--- config.mk ---
export PLATFORM = sky130hd
export DESIGN_NAME = stack_cmd_driver_flat
export DESIGN_NICKNAME = d
export VERILOG_FILES = /design/src/rtl/stack_pkg.sv /design/src/rtl/stack_cmd_driver_if.sv /design/src/rtl/stack_drv_occ.sv /design/src/rtl/stack_cmd_driver.sv /design/src/flat_wrapper.sv
export SDC_FILE = /design/constraint.sdc
export NUM_CORES = 1
export LEC_CHECK = 0
export CORE_ASPECT_RATIO = 0.9
export CORE_UTILIZATION = 42
export DETAILED_ROUTE_END_ITERATION = 6
export MAX_ROUTING_LAYER = met4
export PLACE_DENSITY = 0.73
export SLEW_MARGIN = 5
export SYNTH_ARGS = -nofsm -noshare
export SYNTH_HDL_FRONTEND = slang
export SYNTH_SLANG_ARGS = --single-unit
export TNS_END_PERCENT = 10
--- constraint.sdc ---
create_clock -name clk -period 1.36 [get_ports clk]
set_input_delay 0.272 -clock clk [delete_from_list [all_inputs] [get_ports clk]]
set_output_delay 0.272 -clock clk [all_outputs]
set_load 0.01 [all_outputs]
--- src/rtl/stack_pkg.sv ---
// Shared types and default geometry for the 4-bit stack command driver.
package stack_pkg;

    localparam int unsigned STK_DATA_W   = 4;
    localparam int unsigned STK_IDX_W    = 3;
    localparam int unsigned STK_DEPTH    = 5;
    localparam int unsigned STK_HOLD_CYC = 2;

    typedef enum logic [1:0] {
        CMD_NOP  = 2'b00,
        CMD_PUSH = 2'b01,
        CMD_POP  = 2'b10,
        CMD_GET  = 2'b11
    } cmd_e;

    typedef enum logic [1:0] {
        S_IDLE,
        S_DRIVE,
        S_RESP
    } drv_state_e;

endpackage

--- src/rtl/stack_cmd_driver_if.sv ---
// Request/response port of the stack command driver; master is the CPU/FSM side.
interface stack_cmd_driver_if
    import stack_pkg::*;
#(
    parameter int unsigned DATA_W = STK_DATA_W,
    parameter int unsigned IDX_W  = STK_IDX_W
) ();

    logic              req_valid;
    logic              req_ready;
    cmd_e              req_cmd;
    logic [IDX_W-1:0]  req_index;
    logic [DATA_W-1:0] req_data;
    logic              rsp_valid;
    logic [DATA_W-1:0] rsp_data;
    logic              rsp_err;

    modport master (
        output req_valid, req_cmd, req_index, req_data,
        input  req_ready, rsp_valid, rsp_data, rsp_err
    );

    modport slave (
        input  req_valid, req_cmd, req_index, req_data,
        output req_ready, rsp_valid, rsp_data, rsp_err
    );

endinterface

--- src/rtl/stack_drv_occ.sv ---
// Occupancy tracker for the driven stack: counts 0..DEPTH and flags over/underflow
// and out-of-range GETs. Only built when STACK_DRV_OCC_CHECK_EN is defined.
module stack_drv_occ
    import stack_pkg::*;
#(
    parameter int unsigned DEPTH = STK_DEPTH,
    parameter int unsigned IDX_W = STK_IDX_W
) (
    input  logic             clk,
    input  logic             rst_n,
    input  logic             upd_i,
    input  cmd_e             cmd_i,
    input  logic [IDX_W-1:0] index_i,
    output logic             err_o,
    output logic             force_zero_o
);

    localparam int unsigned OCC_W = $clog2(DEPTH + 1);

    logic [OCC_W-1:0] count_q, count_d;

    always_comb begin
        count_d      = count_q;
        err_o        = 1'b0;
        force_zero_o = 1'b0;
        unique case (cmd_i)
            CMD_PUSH: begin
                // Full stack still takes the push (it overwrites the oldest cell).
                if (count_q == OCC_W'(DEPTH)) begin
                    err_o = 1'b1;
                end else begin
                    count_d = count_q + OCC_W'(1);
                end
            end
            CMD_POP: begin
                if (count_q == '0) begin
                    err_o        = 1'b1;
                    force_zero_o = 1'b1;
                end else begin
                    count_d = count_q - OCC_W'(1);
                end
            end
            CMD_GET: begin
                if (32'(index_i) >= 32'(count_q)) begin
                    err_o        = 1'b1;
                    force_zero_o = 1'b1;
                end
            end
            CMD_NOP: ;
        endcase
        if (!upd_i) begin
            count_d = count_q;
        end
    end

    always_ff @(posedge clk or negedge rst_n) begin
        if (!rst_n) begin
            count_q <= '0;
        end else begin
            count_q <= count_d;
        end
    end

endmodule

--- src/rtl/stack_cmd_driver.sv ---
// Initiator for the 4-bit stack COMMAND/INDEX/I_DATA -> O_DATA pins: one request at a time,
// each command held HOLD_CYC clocks. Optional occupancy checking via STACK_DRV_OCC_CHECK_EN.
module stack_cmd_driver
    import stack_pkg::*;
#(
    parameter int unsigned DATA_W   = STK_DATA_W,
    parameter int unsigned IDX_W    = STK_IDX_W,
    parameter int unsigned HOLD_CYC = STK_HOLD_CYC
) (
    input  logic              clk,
    input  logic              rst_n,
    stack_cmd_driver_if.slave bus,
    output cmd_e              stk_command,
    output logic [IDX_W-1:0]  stk_index,
    output logic [DATA_W-1:0] stk_data,
    input  logic [DATA_W-1:0] stk_o_data
);

    localparam int unsigned HOLD_W = (HOLD_CYC > 1) ? $clog2(HOLD_CYC) : 1;

    drv_state_e        state_q, state_d;
    logic [HOLD_W-1:0] hold_q, hold_d;
    cmd_e              stk_cmd_q, stk_cmd_d;
    logic [IDX_W-1:0]  stk_idx_q, stk_idx_d;
    logic [DATA_W-1:0] stk_data_q, stk_data_d;
    logic              ready_q, ready_d;
    logic              rsp_valid_q, rsp_valid_d;
    logic [DATA_W-1:0] rsp_data_q, rsp_data_d;
    logic              rsp_err_q, rsp_err_d;

    logic occ_upd;
    logic occ_err;
    logic occ_force_zero;

    always_comb begin
        state_d     = state_q;
        hold_d      = hold_q;
        stk_cmd_d   = stk_cmd_q;
        stk_idx_d   = stk_idx_q;
        stk_data_d  = stk_data_q;
        ready_d     = ready_q;
        rsp_valid_d = 1'b0;
        rsp_data_d  = rsp_data_q;
        rsp_err_d   = rsp_err_q;
        occ_upd     = 1'b0;
        unique case (state_q)
            S_IDLE: begin
                if (bus.req_valid) begin
                    ready_d = 1'b0;
                    if (bus.req_cmd == CMD_NOP) begin
                        state_d     = S_RESP;
                        rsp_valid_d = 1'b1;
                        rsp_data_d  = '0;
                        rsp_err_d   = 1'b0;
                    end else begin
                        state_d    = S_DRIVE;
                        hold_d     = HOLD_W'(HOLD_CYC - 1);
                        stk_cmd_d  = bus.req_cmd;
                        stk_idx_d  = bus.req_index;
                        stk_data_d = bus.req_data;
                    end
                end
            end
            S_DRIVE: begin
                if (hold_q == '0) begin
                    // Last held edge: sample the stack output and release the pins.
                    state_d     = S_RESP;
                    rsp_valid_d = 1'b1;
                    rsp_err_d   = occ_err;
                    occ_upd     = 1'b1;
                    if ((stk_cmd_q == CMD_POP || stk_cmd_q == CMD_GET) && !occ_force_zero) begin
                        rsp_data_d = stk_o_data;
                    end else begin
                        rsp_data_d = '0;
                    end
                    stk_cmd_d  = CMD_NOP;
                    stk_idx_d  = '0;
                    stk_data_d = '0;
                end else begin
                    hold_d = hold_q - HOLD_W'(1);
                end
            end
            S_RESP: begin
                state_d = S_IDLE;
                ready_d = 1'b1;
            end
            default: begin
                state_d = S_IDLE;
                ready_d = 1'b1;
            end
        endcase
    end

    always_ff @(posedge clk or negedge rst_n) begin
        if (!rst_n) begin
            state_q     <= S_IDLE;
            hold_q      <= '0;
            stk_cmd_q   <= CMD_NOP;
            stk_idx_q   <= '0;
            stk_data_q  <= '0;
            ready_q     <= 1'b1;
            rsp_valid_q <= 1'b0;
            rsp_data_q  <= '0;
            rsp_err_q   <= 1'b0;
        end else begin
            state_q     <= state_d;
            hold_q      <= hold_d;
            stk_cmd_q   <= stk_cmd_d;
            stk_idx_q   <= stk_idx_d;
            stk_data_q  <= stk_data_d;
            ready_q     <= ready_d;
            rsp_valid_q <= rsp_valid_d;
            rsp_data_q  <= rsp_data_d;
            rsp_err_q   <= rsp_err_d;
        end
    end

`ifdef STACK_DRV_OCC_CHECK_EN
    stack_drv_occ #(
        .IDX_W(IDX_W)
    ) u_occ (
        .clk         (clk),
        .rst_n       (rst_n),
        .upd_i       (occ_upd),
        .cmd_i       (stk_cmd_q),
        .index_i     (stk_idx_q),
        .err_o       (occ_err),
        .force_zero_o(occ_force_zero)
    );
`else
    logic unused_occ_upd;
    assign unused_occ_upd = occ_upd;
    assign occ_err        = 1'b0;
    assign occ_force_zero = 1'b0;
`endif

    assign bus.req_ready = ready_q;
    assign bus.rsp_valid = rsp_valid_q;
    assign bus.rsp_data  = rsp_data_q;
    assign bus.rsp_err   = rsp_err_q;
    assign stk_command   = stk_cmd_q;
    assign stk_index     = stk_idx_q;
    assign stk_data      = stk_data_q;

endmodule
--- src/flat_wrapper.sv ---
// flat-port wrapper written by rule: the top's interface ports become plain ports
module stack_cmd_driver_flat import stack_pkg::*;
#(
    parameter int unsigned DATA_W   = STK_DATA_W,
    parameter int unsigned IDX_W    = STK_IDX_W,
    parameter int unsigned HOLD_CYC = STK_HOLD_CYC
)
  (clk, rst_n, stk_command, stk_index, stk_data, stk_o_data, bus_req_valid, bus_req_cmd, bus_req_index, bus_req_data, bus_req_ready, bus_rsp_valid, bus_rsp_data, bus_rsp_err);
  stack_cmd_driver_if #(.DATA_W(DATA_W), .IDX_W(IDX_W)) bus_i ();
  input  logic clk;
  input  logic rst_n;
  output cmd_e stk_command;
  output logic [IDX_W-1:0] stk_index;
  output logic [DATA_W-1:0] stk_data;
  input  logic [DATA_W-1:0] stk_o_data;
  input wire logic [$bits(bus_i.req_valid)-1:0] bus_req_valid;
  input wire logic [$bits(bus_i.req_cmd)-1:0] bus_req_cmd;
  input wire logic [$bits(bus_i.req_index)-1:0] bus_req_index;
  input wire logic [$bits(bus_i.req_data)-1:0] bus_req_data;
  output wire logic [$bits(bus_i.req_ready)-1:0] bus_req_ready;
  output wire logic [$bits(bus_i.rsp_valid)-1:0] bus_rsp_valid;
  output wire logic [$bits(bus_i.rsp_data)-1:0] bus_rsp_data;
  output wire logic [$bits(bus_i.rsp_err)-1:0] bus_rsp_err;
  assign bus_i.req_valid = bus_req_valid;
  assign bus_i.req_cmd = bus_req_cmd;
  assign bus_i.req_index = bus_req_index;
  assign bus_i.req_data = bus_req_data;
  assign bus_req_ready = bus_i.req_ready;
  assign bus_rsp_valid = bus_i.rsp_valid;
  assign bus_rsp_data = bus_i.rsp_data;
  assign bus_rsp_err = bus_i.rsp_err;
  stack_cmd_driver #(.DATA_W(DATA_W), .IDX_W(IDX_W), .HOLD_CYC(HOLD_CYC)) u_core (.clk(clk), .rst_n(rst_n), .bus(bus_i), .stk_command(stk_command), .stk_index(stk_index), .stk_data(stk_data), .stk_o_data(stk_o_data));
endmodule
==> run summary <==
Pin count of the biggest net entering global routing - 19
Largest family of logic cells by synthesized area - compound AO/OA/AOI/OAI gates
Worst-Skew Late Latency - 0.30 ns
Sequential cell area fraction in the yosys report - 54.4%
Detailed Place HPWL - 1440 µm
Mapped Area - 830 µm²
Mux contribution to synthesized area - 0%
Postcts setup bufs - 0
Crit path time final - 1.39 ns
Yosys reg bits - 18
Full die area - 2160 µm²
Post-route ant nets - 0
Initial antenna violation count - 0
Share of layout cells above drive strength 1 - 21.6%
Fill count - 138
CTS sink cnt - 18
Critical path launch point type - primary input
Yosys cell types - 24
Critical path data required time - 1.55 ns
Setup crit end kind - flop
Number of port buffers - 30
Power Dens Cells - 2030 nW/µm²
Remaining DRCs - 0
Die H - 44.2 µm
Slowest Stage Delay on Critical Path - 0.46 ns
H-tree lvl count - 1
Worst Path Buf+Inv - 1
Simple-Gate Fraction of Synth Area - 7.24%
Avg Inst Size Synth - 11.2 µm²
Via count - 761
Hold Path Class - in -> async
Max Cap Viol - 0
Clock tree buffer depth - 2
Worst reg-to-reg setup slack - 0.01 ns
Largest delay contributor family on the critical path - simple AND/OR/NAND/NOR gates
Worst path cell trace - clkdlybuf4s50_1 -> or2_1 -> and3_4 -> a221o_1
Core area - 1770 µm²
Slowest cell on crit path - clkdlybuf4s50_1
Leak - 0.619 nW
First DRT Iteration DRCs - 4
Placer Congestion - 0.929
Layout area overhead - 52.2%
Post-synthesis adder-cell area fraction - 0%
Layout Skew - 0.00861 ns
Syn Inst Count - 74
Setup TNS - -0.0785 ns
Placement row count - 14
CTS Root Cell - clkbuf_4
Final WS setup - -0.0265 ns
Nets - 128
Worst setup slack after placement - -0.404 ns
Synth Area in Compound Gates - 27.5%
WS Path Type - in -> reg
Post-Syn Nets - 90
Worst-path clk slew - 0.11 ns
Initial Utilization - 46.9%
Ys async rst share - 100%
Final setup viols - 5
Vias in the first global route - 776
GRT Resource Usage Total - 23.1%
Period utilisation layout - 102%
Routed length per placed instance - 15.7 µm
Total clock buffers created by CTS - 3
Num ports - 32
FMAX - 0.721 GHz
RSZ-0062 raised after global routing - yes
Via-per-instance ratio - 5.64
TritonCTS clock tree - built
Maximum VDD drop - 1.32 mV
First-pass GRT wire length - 3550 µm
CP max FO - 9
Diode count - 0
Pre-antenna DRT Iters - 4
GR Overflow Total - 0
WHS - 0.282 ns
Synth Area in XOR/XNOR - 0%
Top_reg_cell synth - dfrtp_1
Ys Warns - 0
Die width - 48.8 µm
Final hold viol count - 0
Slew Limit Fails - 0
Final WL - 2120 µm
EDFF count, synth - 0
Status - finished, violations left
Failing checks - setup timing
CP Data Arrival Time - 1.57 ns
-- state kept, by name, indices dropped and copies added (netlist names) --
name                  cells
u_core.stk_data           4
u_core.stk_command        2
u_core.stk_index          3
u_core.hold_q             1
u_core.state_q            2
u_core.bus.rsp_data       4
u_core.bus.req_ready      1
u_core.bus.rsp_valid      1
-- cell families (layout without fill, tap and decap cells) --
group / count (synthesis) / in the layout
other: 1 / 1
buffers and inverters: 19 / 56
flip-flops: 18 / 18
AO/OA/AOI/OAI: 26 / 26
AND/OR/NAND/NOR: 10 / 10
-- synthesized netlist by cell type, types with 2 or more instances --
master	number	area [µm²]
nand2_1	2	7.51
inv_1	12	45.0
a221o_1	9	90.1
buf_2	3	15.0
a221oi_1	9	78.8
dfrtp_1	17	425
a22o_1	4	35.0
nor2b_1	2	12.5
-- routing by layer --
layer  track usage [%]  share of wire, %  up-vias
met1              27.2                43      386
met2              40.8                53       22
met5                 -                 0        -
li1                  -                 -      351
met3              6.53               3.8        2
met4              2.94              0.28        0
-- what timing repair did --
item	in CTS	in global routing
gates resized for setup	23	6
pin swaps	0	1
hold buffers	0	0
setup endpoints to repair	28	14
-- through the flow --
stage	util (%)	power, W	std cells	area, µm²
final	71.4	0.00256	135	1260
after global routing	71.4	0.00275	135	1260
after CTS	69.9	0.00250	135	1240
after floorplan	-	0.00161	74	830
after detailed placement	67.3	0.00224	131	1190
after global placement	67.3	0.00221	131	1190
-- cells in the final DEF (no fill, tap or decap), drive strengths merged --
cell type | Yosys | routed
dfrtp | 17 | 17
clkdlybuf4s50 | 0 | 15
dlygate4sd2 | 0 | 14
inv | 12 | 12
a221o | 9 | 9
buf | 5 | 9
a221oi | 9 | 9
clkbuf | 1 | 5
a22o | 4 | 4
nand2 | 2 | 2
nor2b | 2 | 2
nor4b | 1 | 1
o21ai | 1 | 1
or2 | 1 | 1
and3 | 1 | 1
clkinv | 1 | 1
and4 | 1 | 1
a22oi | 1 | 1
nor2 | 1 | 1
nand2b | 1 | 1
a31oi | 1 | 1
a21oi | 1 | 1
conb | 1 | 1
dfstp | 1 | 1
-- where the power goes --
group	total [W]	internal [W]	leakage, nW	switching, W
Combinational	0.00126	0.000621	0.370	0.000641
Clock	0.000340	0.000163	0.0210	0.000176
Sequential	0.000959	0.000780	0.227	0.000180
Total	0.00256	0.00156	0.619	0.000997
-- layout make-up --
type                            count  area, µm²  share of cell area, %
Multi-Input combinational cell     37        345                   27.4
Sequential cell                    18        452                   35.8
Timing Repair Buffer               39        349                   27.7
Inverter                           13       50.0                   3.96
Tap cell                           24       30.0                   2.38
Clock buffer                        4       36.3                   2.87
-- worst paths after layout --
kind	from	end	cells after the start
max in group asynchronous	rst_n	u_core.bus.req_ready	2
max reg2reg	u_core.state_q[0]	u_core.bus.rsp_data[3]	3
min reg2reg	u_core.bus.req_ready	u_core.bus.req_ready	2
min	rst_n	u_core.stk_data[0]	2
max	bus_req_cmd[0]	u_core.stk_data[2]	4
min in group clk	u_core.bus.req_ready	u_core.bus.req_ready	2
Note: power is estimated with default switching activity, not from simulation.
==> patch (config.mk and constraints unchanged) <==
Re-encode `drv_state_e` (3 states) as one-hot, 3 bits wide.
--- a/src/rtl/stack_pkg.sv
+++ b/src/rtl/stack_pkg.sv
@@ -13,10 +13,10 @@
         CMD_GET  = 2'b11
     } cmd_e;
 
-    typedef enum logic [1:0] {
-        S_IDLE,
-        S_DRIVE,
-        S_RESP
+    typedef enum logic [2:0] {
+        S_IDLE  = 3'b001,
+        S_DRIVE = 3'b010,
+        S_RESP  = 3'b100
     } drv_state_e;
 
 endpackage
Function: same outputs for any inputs over 10 cycles, from zero or initial values and one cycle with rst_n low; not proved beyond that.
==> patch against the original RTL <==
The run still ends with negative setup slack left; sequential cell count rose by 1; cell area fell by 2.2%; critical path type is now flop to flop; sequential share of layout area rose by 2.9 points; register-to-register slack got worse by 0.03 ns; area after synthesis rose by 3.2%; worst hold slack improved by 0.0097 ns; highest routed layer unchanged; power fell by 7.4%; largest cell class unchanged; worst setup slack improved by 0.0038 ns; critical endpoint is now u_core.bus.rsp_data[2]; non-clock buffer count rose by 3; routed wire length fell by 16%.
==> patch: results (changes against the original RTL) <==
| Metric | Value |
|---|---|
| Worst setup margin | -0.0226 ns (was -0.0265 ns) |
| Synth cell types | 23 (was 24) |
| Net Sw Frac | 34.6% (was 38.9%) |
| Area of the multi-input gates | 302 sq um (was 345 sq um) |
| DR vias/cell | 4.88 (was 5.64) |
| Pin count of the biggest net entering global routing | 20 (was 19) |
| Compound-gate portion of the synthesized area | 9.94% (was 27.5%) |
| Status | complete, but fails checks (unchanged) |
| Reg2reg start | u_core.hold_q (was u_core.state_q[0]) |
| Pre-CTS WS | -0.247 ns (was -0.404 ns) |
| Setup Skew | 0.00216 ns (was 0.00861 ns) |
| Final TNS setup | -0.0560 ns (was -0.0785 ns) |
| FILL cells | 174 (was 138) |
| Syn Nets | 96 (was 90) |
| WL final | 1780 microns (was 2120 microns) |
| GPL Wtd Cong | 0.771 (was 0.929) |
| Vias in the first global route | 689 (was 776) |
| CP peak stage delay | 0.66 ns (was 0.46 ns) |
| Violated checks | negative setup slack (unchanged) |
| Synth Area in XOR/XNOR | 1.02% (was 0%) |
| CTS resizes | 17 (was 23) |
| Fin Hold WS | 0.291 ns (was 0.282 ns) |
| Avg Synthesized Cell Area | 10.7 sq um (was 11.2 sq um) |
| Synth top area cells | dfrtp_1, nand2_1, mux2i_1 (was dfrtp_1, a221o_1, a221oi_1) |
| Final setup vio count | 7 (was 5) |
| Peak VDD IR | 0.00109 V (was 0.00132 V) |
| Final std cells w/o fill | 146 (was 135) |
| Multiplexer share of the synthesized area | 8.19% (was 0%) |
[patch: cell types whose count changed in the layout (fill, tap and decap cells not counted), moves of 3 or more]
cell and delta:
a221oi_2 -3, a221o_1 -9, o22ai_1 +4, nand2_1 +17, buf_4 +3, inv_1 -5
mux2i_1 +7, a22o_1 -4, a221oi_1 -5
[patch: final cells by class]
type	instances	area share [%]
clock buffers	4	2.13
inverters	7	2.13
multi-input cells	49	24.4
flip-flops and latches	19	38.7
well taps	25	2.53
repair buffers	42	30.1
[patch: power groups by stage]
stage / Clock (mW) / Sequential (mW) / Combinational [mW]
final: 0.286 / 1.00 / 1.08
after global routing: 0.325 / 1.03 / 1.18
after CTS: 0.292 / 1.01 / 1.08
after detailed placement: 0 / 1.02 / 1.22
after global placement: 0 / 1.01 / 1.19
after floorplan: 0 / 1.12 / 0.443
[patch: worst register-to-register path: cells and delay by family, from the launching register on]
family,cells,cell delay (ns)
compound gates,1,0.08
simple gates,2,0.78
flops,1,0.41
[patch: worst max path at each step]
| stage | startpoint | to | slack [ns] | cells past startpoint |
|---|---|---|---|---|
| after floorplan | u_core.state_q[2] | u_core.stk_data[1] | -0.09 | 6 |
| after global placement | bus_req_valid | u_core.stk_data[2] | -0.18 | 5 |
| after detailed placement | bus_req_valid | u_core.stk_data[1] | -0.25 | 5 |
| after CTS | u_core.state_q[0] | u_core.stk_data[1] | -0.02 | 4 |
| after global routing | u_core.state_q[0] | u_core.stk_data[1] | -0.07 | 4 |
| final | u_core.hold_q | u_core.bus.rsp_data[2] | -0.02 | 3 |
[patch: layer usage]
layer	track usage [%]	share of wire (%)	vias up
met5	-	0	-
met4	6.86	1.2	0
met3	4.38	6.6	2
met2	32.7	49	25
met1	20.2	43	341
li1	-	-	344
